===== src/rtl/muldiv_pkg.sv =====
// Shared constants for the RV32M multiply/divide execute unit.
package muldiv_pkg;

    // Operand/result width and number of iterative steps per operation.
    localparam int MULDIV_XLEN = 32;
    localparam int MULDIV_ITER = MULDIV_XLEN;

    // funct3 encodings of the RV32M instructions.
    localparam logic [2:0] F3_MUL    = 3'b000;
    localparam logic [2:0] F3_MULH   = 3'b001;
    localparam logic [2:0] F3_MULHSU = 3'b010;
    localparam logic [2:0] F3_MULHU  = 3'b011;
    localparam logic [2:0] F3_DIV    = 3'b100;
    localparam logic [2:0] F3_DIVU   = 3'b101;
    localparam logic [2:0] F3_REM    = 3'b110;
    localparam logic [2:0] F3_REMU   = 3'b111;

    // Controller states.
    typedef enum logic [1:0] {
        ST_IDLE = 2'd0,
        ST_MUL  = 2'd1,
        ST_DIV  = 2'd2,
        ST_FIN  = 2'd3
    } state_t;

endpackage


===== src/rtl/muldiv_unit.sv =====
// Iterative RV32M multiply/divide unit: shift-add multiply and restoring
// divide on unsigned magnitudes, one bit per clock, sign fix on the way out.
//
// Handshake: start is sampled on a rising edge only while busy is low; the
// op's operands, funct3 and rd_in are captured on that edge. busy is high from
// the next cycle until the result is registered; done then pulses for exactly
// one cycle (never together with busy) with result/rd_out valid, and those
// outputs hold until the next done. start in the done cycle begins a new op.
module muldiv_unit
    import muldiv_pkg::*;
#(
    parameter int XLEN = MULDIV_XLEN
) (
    input  logic            clock,
    input  logic            reset,
    input  logic            start,
    input  logic [2:0]      funct3,
    input  logic [XLEN-1:0] operand_a,
    input  logic [XLEN-1:0] operand_b,
    input  logic [4:0]      rd_in,
    output logic            busy,
    output logic            done,
    output logic [XLEN-1:0] result,
    output logic [4:0]      rd_out
);

    localparam logic [5:0] LAST_STEP = 6'(MULDIV_ITER - 1);

    state_t            state, state_nxt;
    logic [5:0]        count;
    logic [2:0]        op;
    logic [4:0]        rd_q;
    logic [2*XLEN-1:0] acc;      // MUL: {partial hi, multiplier}; DIV: {remainder, quotient}
    logic [XLEN-1:0]   opnd;     // multiplicand or divisor magnitude
    logic              neg_q;    // negate product / quotient at the end
    logic              neg_r;    // negate remainder at the end

    // Operand decode for the accepting edge.
    logic            a_signed, b_signed, sign_a, sign_b;
    logic [XLEN-1:0] a_mag, b_mag;
    logic            div_zero, div_ovf, special;

    // Signedness, magnitudes and the two divide corner cases.
    always_comb begin
        a_signed = (funct3 != F3_MULHU) && (funct3 != F3_DIVU) && (funct3 != F3_REMU);
        b_signed = a_signed && (funct3 != F3_MULHSU);
        sign_a   = a_signed && operand_a[XLEN-1];
        sign_b   = b_signed && operand_b[XLEN-1];
        a_mag    = sign_a ? -operand_a : operand_a;
        b_mag    = sign_b ? -operand_b : operand_b;
        div_zero = funct3[2] && (operand_b == '0);
        div_ovf  = funct3[2] && !funct3[0] && (operand_a == {1'b1, {(XLEN-1){1'b0}}})
                   && (operand_b == '1);
        special  = div_zero || div_ovf;
    end

    // Shared adder: accumulate the multiplicand or trial-subtract the divisor.
    logic            is_div;
    logic [XLEN+1:0] add_x, add_y, sum;

    // Operand muxing for the shared adder.
    always_comb begin
        is_div = (state == ST_DIV);
        add_x  = is_div ? {1'b0, acc[2*XLEN-1:XLEN-1]} : {2'b00, acc[2*XLEN-1:XLEN]};
        add_y  = is_div ? ~{2'b00, opnd} : {2'b00, opnd};
        sum    = add_x + add_y + {{(XLEN+1){1'b0}}, is_div};
    end

    // Sign correction and word selection applied in FIN.
    logic [2*XLEN-1:0] prod;
    logic [XLEN-1:0]   quo, rem, fin_value;

    // Final value for the completed op.
    always_comb begin
        prod = neg_q ? -acc : acc;
        quo  = neg_q ? -acc[XLEN-1:0] : acc[XLEN-1:0];
        rem  = neg_r ? -acc[2*XLEN-1:XLEN] : acc[2*XLEN-1:XLEN];
        case (op)
            F3_MUL:                      fin_value = prod[XLEN-1:0];
            F3_MULH, F3_MULHSU, F3_MULHU: fin_value = prod[2*XLEN-1:XLEN];
            F3_DIV, F3_DIVU:             fin_value = quo;
            default:                     fin_value = rem;
        endcase
    end

    // State register.
    always_ff @(posedge clock or posedge reset) begin
        if (reset) state <= ST_IDLE;
        else       state <= state_nxt;
    end

    // Next-state logic; corner-case divides skip the iteration.
    always_comb begin
        state_nxt = state;
        case (state)
            ST_IDLE: begin
                if (start) begin
                    if (special)        state_nxt = ST_FIN;
                    else if (funct3[2]) state_nxt = ST_DIV;
                    else                state_nxt = ST_MUL;
                end
            end
            ST_MUL, ST_DIV: if (count == LAST_STEP) state_nxt = ST_FIN;
            ST_FIN:  state_nxt = ST_IDLE;
            default: state_nxt = ST_IDLE;
        endcase
    end

    assign busy = (state != ST_IDLE);

    // Datapath: capture, iterate, and register the result.
    always_ff @(posedge clock or posedge reset) begin
        if (reset) begin
            count  <= '0;
            op     <= '0;
            rd_q   <= '0;
            acc    <= '0;
            opnd   <= '0;
            neg_q  <= 1'b0;
            neg_r  <= 1'b0;
            done   <= 1'b0;
            result <= '0;
            rd_out <= '0;
        end else begin
            done <= (state == ST_FIN);
            case (state)
                ST_IDLE: begin
                    if (start) begin
                        op    <= funct3;
                        rd_q  <= rd_in;
                        count <= '0;
                        if (div_zero) begin
                            // Quotient all ones, remainder is the raw dividend.
                            acc   <= {operand_a, {XLEN{1'b1}}};
                            neg_q <= 1'b0;
                            neg_r <= 1'b0;
                        end else if (div_ovf) begin
                            // Quotient is the most negative value, remainder zero.
                            acc   <= {{XLEN{1'b0}}, 1'b1, {(XLEN-1){1'b0}}};
                            neg_q <= 1'b0;
                            neg_r <= 1'b0;
                        end else if (funct3[2]) begin
                            acc   <= {{XLEN{1'b0}}, a_mag};
                            opnd  <= b_mag;
                            neg_q <= sign_a ^ sign_b;
                            neg_r <= sign_a;
                        end else begin
                            acc   <= {{XLEN{1'b0}}, b_mag};
                            opnd  <= a_mag;
                            neg_q <= sign_a ^ sign_b;
                            neg_r <= 1'b0;
                        end
                    end
                end
                ST_MUL: begin
                    acc   <= acc[0] ? {sum[XLEN:0], acc[XLEN-1:1]} : {1'b0, acc[2*XLEN-1:1]};
                    count <= (count == LAST_STEP) ? '0 : count + 6'd1;
                end
                ST_DIV: begin
                    acc   <= !sum[XLEN+1] ? {sum[XLEN-1:0], acc[XLEN-2:0], 1'b1}
                                          : {acc[2*XLEN-2:0], 1'b0};
                    count <= (count == LAST_STEP) ? '0 : count + 6'd1;
                end
                ST_FIN: begin
                    result <= fin_value;
                    rd_out <= rd_q;
                end
                default: ;
            endcase
        end
    end

endmodule


===== config.mk =====
export PLATFORM = sky130hd
export DESIGN_NAME = muldiv_unit
export DESIGN_NICKNAME = d
export VERILOG_FILES = /design/src/rtl/muldiv_pkg.sv /design/src/rtl/muldiv_unit.sv
export SDC_FILE = /design/constraint.sdc
export NUM_CORES = 1
export LEC_CHECK = 0
export BUFFER_PORTS_ARGS = -buffer_cell sky130_fd_sc_hd__buf_2
export CAP_MARGIN = 10
export CORE_UTILIZATION = 36
export DETAILED_ROUTE_END_ITERATION = 6
export PLACE_DENSITY = 0.63
export SYNTH_ARGS = -nofsm -noshare
export SYNTH_HDL_FRONTEND = slang
export SYNTH_SLANG_ARGS = --single-unit

===== constraint.sdc =====
create_clock -name clock -period 12 [get_ports clock]
set_clock_uncertainty 0.15 [all_clocks]
set_input_delay 1.2 -clock clock [delete_from_list [all_inputs] [get_ports clock]]
set_output_delay 1.2 -clock clock [all_outputs]
set_load 0.01 [all_outputs]

* Word-level counts from Yosys, hierarchy flattened *
Cells that the tools add are included.

word-level totals
  bits of input ports = 75
  output and inout port bits = 39
  logic and storage cells = 94
  register bits after elaboration = 152

operators by class
  mux-type cells = 29
  bitwise logic cells = 4
  $add $sub $neg = 8
  reductions and logical operators = 25
  equality and inequality tests = 17

operators by type and width
  kind                  number
  $mux 64               5
  $mux 32               7
  $pmux 64 s3           1
  $neg 32->32           4
  $pmux 32 s3           1
  $eq 32x32->1 const B  2
  $neg 64->64           1
  $add 33x34->34        1
  $add 34x1->34         1
  $mux 34               1
  $not 32->34           1
  $mux 33               1
  $logic_not 32->1      1
  $mux 6                2
  $pmux 6 s2            1
  $logic_and 1x1->1     9
  $mux 2                4
  $reduce_and 2->1      4
  $add 6x1->6 const B   1
  $eq 3x2->1 const B    2
  $eq 3x3->1 const B    2
  $eq 6x5->1 const B    1
  $ne 3x2->1 const B    2
  $ne 3x3->1 const B    2
  18 further kinds      26

* Logic depth before layout (Yosys ltp) *
  word-level depth = 11
  gate-level depth with buffers = 19
  gate-level depth less buffers = 14

* Worst setup path before layout *
OpenSTA, ideal clock, no wires.

  kind = reg2reg
  start point = reg state[0]
  end point = reg acc[39]
  path slack = 6.791 ns
  required time = 11.719 ns
  data arrival time = 4.928 ns
  buffers on the path = 6
  period minus slack after synthesis = 5.209 ns
  setup time = 0.131 ns
  stages on the path, launching flop included = 20
  cell sequence = dfrtp_1 -> inv_1 -> ha_1 -> clkbuf_1 -> buf_1 -> buf_1 -> clkbuf_1 -> xor2_1 -> ha_1 -> clkbuf_1 -> a21oi_1 -> o21ai_0 -> nor4bb_1 -> nor3_1 -> a41oi_1 -> o21a_1 -> clkbuf_1 -> mux2_2 -> a221oi_1 -> nor3_1

between the ends
  longest elaborated chain between the ends = 6
  elaborated cells between the ends (all ways) = 13
  classes of those cells = add/sub (2); eq/ne (3); mux (5); reduce/logical (3)

ends and longest elaborated chain
  item                                line                                    RTL
  from (decl)                         muldiv_unit.sv:29                       state_t state, state_nxt;
  from (signal assigned)              muldiv_unit.sv:89                       else state <= state_nxt;
  $eq 2x2->1                          muldiv_unit.sv:63, muldiv_unit.sv:126
  $mux 33 or $mux 34 (tied branches)  muldiv_unit.sv:64, muldiv_unit.sv:65
  $add 33x34->34                      muldiv_unit.sv:66                       sum = add_x + add_y + {{(XLEN+1){1'b0}}, is_div};
  $add 34x1->34                       muldiv_unit.sv:66
  $mux 64, on equally long branches   muldiv_unit.sv:160, muldiv_unit.sv:156
  $pmux 64 s3                         muldiv_unit.sv:126                      case (state)
  to (signal assigned)                muldiv_unit.sv:134                      acc <= {operand_a, {XLEN{1'b1}}};
  to (signal assigned)                muldiv_unit.sv:156                      acc <= acc[0] ? {sum[XLEN:0], acc[XLEN-1:1]} : {1'b0, acc[2*XLEN-1:1]};
  to (signal assigned)                muldiv_unit.sv:160                      acc <= !sum[XLEN+1] ? {sum[XLEN-1:0], acc[XLEN-2:0], 1'b1}
  to (decl)                           muldiv_unit.sv:33                       logic [2*XLEN-1:0] acc;

Parallel ways exist; a longest one is shown, timed or not.
A chain may end at the register's enable or synchronous reset.

* Worst setup path after layout *
  start point = reg state[0]
  end point = reg acc[46]

The elaborated chain is that of the path after synthesis.

==> impl_metrics.yaml <==
routing:
  viasPerCell: 6.234
  dr_total_vias: 14950
  firstDrtPassIters: 5
  drc: 0
  finalWirelength_um: 55150
  wl_per_cell_um: 23.00
  antenna_left: 0
  dr.first_iter.drc_count: 1859
timing:
  max_slew_margin_pct: 17.03
  fmax_mhz: 165.5
  min_period_ns: 6.042
  setup_violations: 0
  worst_pin_slew_ns: 1.240
  setup_tns_ns: 0
  hold_violations: 0
  slew_violations: 0
  grt_setup_unrepaired: "false"
  final.period_utilization_pct: 50.35
yosys:
  yosysWarnings: 0
  synth_cells: 1872
  yosysMostFrequentCell: "a21oi_1"
  synth_area_leaders: "dfrtp_1 26%, xnor2_1 7.1%, a21oi_1 6.5%"
  synth-seq-area-share_pct: 26.17
  ys_types: 79
  synthesis.nets: 1990
  async_flop_share_pct: 100.0
  synth_edf_count: 0
  avgSynthCellArea_sq_um: 7.764
  synth_area_sq_mm: 0.01453
  synth_top_area_share_pct: 26.17
  ys_ff_latch: 152
  yosysTopAreaCell: "dfrtp_1"
  synth_top_cells_by_count: "188 x a21oi_1, 175 x o21ai_0, 171 x nand2_1"
  synth_flop_cell: "dfrtp_1"
floorplan:
  ioPinCount: 114
  die_y_um: 202.9
  initial_utilization_pct: 36.58
  die_w_um: 202.9
  rows: 73
  core_sq_mm: 0.03973
  die_area_sq_mm: 0.04118
setup_path:
  cp.arrival_ns: 6.21
  required_ns: 12.17
  cp-end-kind: "flip-flop"
  crit_fanout: 49
  path_class: "flip-flop to flip-flop"
  worstSetupStartpointType: "flip-flop"
job:
  drv_cap: 0
cells_and_area:
  drive_above_1_share_pct: 14.79
  diodes: 0
  area_delta_synth_final_pct: 9.581
  nNetsFinal: 1978
  fill_cells: 4076
  layoutNonFillerInstCount: 2398
status:
  status: "complete, no violations"
clocking:
  cts_resized: 0
  clock_latency_ns: 0.46
  post_cts_hold_buffer_count: 0
  clk_pin_slew_ns: 0.08
  cts_sinks: 152
  clockRootBuffer: "clkbuf_16"
  cts_setup_buffers: 0
  cts_max_path_buffers: 2
  htree_num_levels: 4
  cts_buffers: 17
  cts_tree: "done"
global_routing:
  grt_use_total_pct: 26.74
  overflow: 0
  grt_pass1_wl_um: 84290
  antenna_found_initial: 1
  first_global_vias: 13580
  grt_max_degree: 88
hold_path:
  holdCritPathClass: "flip-flop to flip-flop"
placed_design:
  gp_congestion: 0.9838
  dp_hpwl_um: 40970
  io_buffers: 113
  place_inst: 2366
worst paths after layout:
check | startpoint | endpoint | slack [ns] | cells past startpoint
hold reg to reg | result[17] | result[17] | 0.35 | 2
setup / recovery | state[0] | acc[46] | 5.96 | 15
max in group asynchronous | reset | acc[1] | 9.49 | 3
min in group asynchronous | reset | rd_q[1] | 0.74 | 2
hold / removal | result[17] | result[17] | 0.35 | 2
setup reg to reg | state[0] | acc[46] | 5.96 | 15
state kept, by name, indices dropped and copies added (netlist names):
name    count
acc        64
rd_out      5
neg_q       1
count       6
result     32
done        1
neg_r       1
state       2
opnd       32
rd_q        5
op          3
layout make-up:
| cell class | count | area (sq um) | area share, % |
|---|---|---|---|
| Clock buffer | 17 | 425.4 | 2.671 |
| Tap cell | 525 | 656.9 | 4.124 |
| Inverter | 37 | 143.9 | 0.9035 |
| Clock inverter | 15 | 176.4 | 1.108 |
| Timing Repair Buffer | 135 | 730.7 | 4.588 |
| Multi-Input combinational cell | 1517 | 9990 | 62.72 |
| Sequential cell | 152 | 3804 | 23.88 |
per-stage QoR:
stage	cell area (sq um)	hold WS [ns]	utilization, %	setup WS, ns
3_5_place_dp	15320	0.3327	38.57	5.982
4_1_cts	15930	0.3570	40.09	5.940
2_1_floorplan	14530	0.3149	-	6.557
3_3_place_gp	15320	0.3300	38.57	6.215
5_1_grt	15930	0.3689	40.09	5.545
6_report	15930	0.3484	40.09	5.958
per-layer routing:
metal  wire length [um]  share of wire, %  GRT usage, %
met1              23660                43         37.49
met2              24080                44         40.24
met3               5094               9.2         4.526
met4               2312               4.2         11.47
met5                  0                 0             0
kinds of logic (layout without fill, tap and decap cells):
| logic type | after synthesis | after routing | share of synthesized area [%] |
|---|---|---|---|
| buffers and inverters | 203 | 204 | 5.337 |
| adders and majority gates | 43 | 43 | 3.753 |
| AOI/OAI and AO/OA | 622 | 622 | 26.70 |
| muxes | 106 | 106 | 7.998 |
| and+or+nand+nor | 549 | 549 | 18.16 |
| DFF | 152 | 152 | 26.17 |
| xor gates and xnor gates | 197 | 197 | 11.87 |
critical path, stage by stage, from the launching register on:
cell and delay (ns):
dfrtp_1 0.43, inv_1 0.16, ha_4 0.52, buf_4 0.65, mux2_2 0.41, ha_1 0.36
a21oi_1 0.19, o21ai_0 0.22, nor4bb_1 0.50, nor3_1 0.10, a41oi_1 0.40, o21a_1 0.63
buf_4 0.38, mux2_2 0.37, a221oi_1 0.26, nor3_1 0.11
layout by cell type, fill, tap and decap left out, drive strengths merged, types with 10 or more instances in the layout:
master,netlist,layout
and3,10,10
mux2,81,81
nand4,16,16
nand2b,15,15
a221oi,37,37
buf,24,135
nor2,165,165
and2,14,14
xor2,79,79
a211oi,16,16
nand2,171,171
or3,19,19
a21o,17,17
o21ai,177,177
o22ai,20,20
inv,34,45
mux2i,25,25
nor3,36,36
o31ai,31,31
a22o,14,14
nand3,26,26
a22oi,30,30
ha,42,42
or4,22,22
clkbuf,142,17
nor4,21,21
xnor2,118,118
dfrtp,152,152
a21oi,188,188
o41ai,17,17
a31oi,19,19
Power is left out: the tool's default activity adds up to more than one toggle a clock period on the data nets, which glitch-free logic cannot reach.
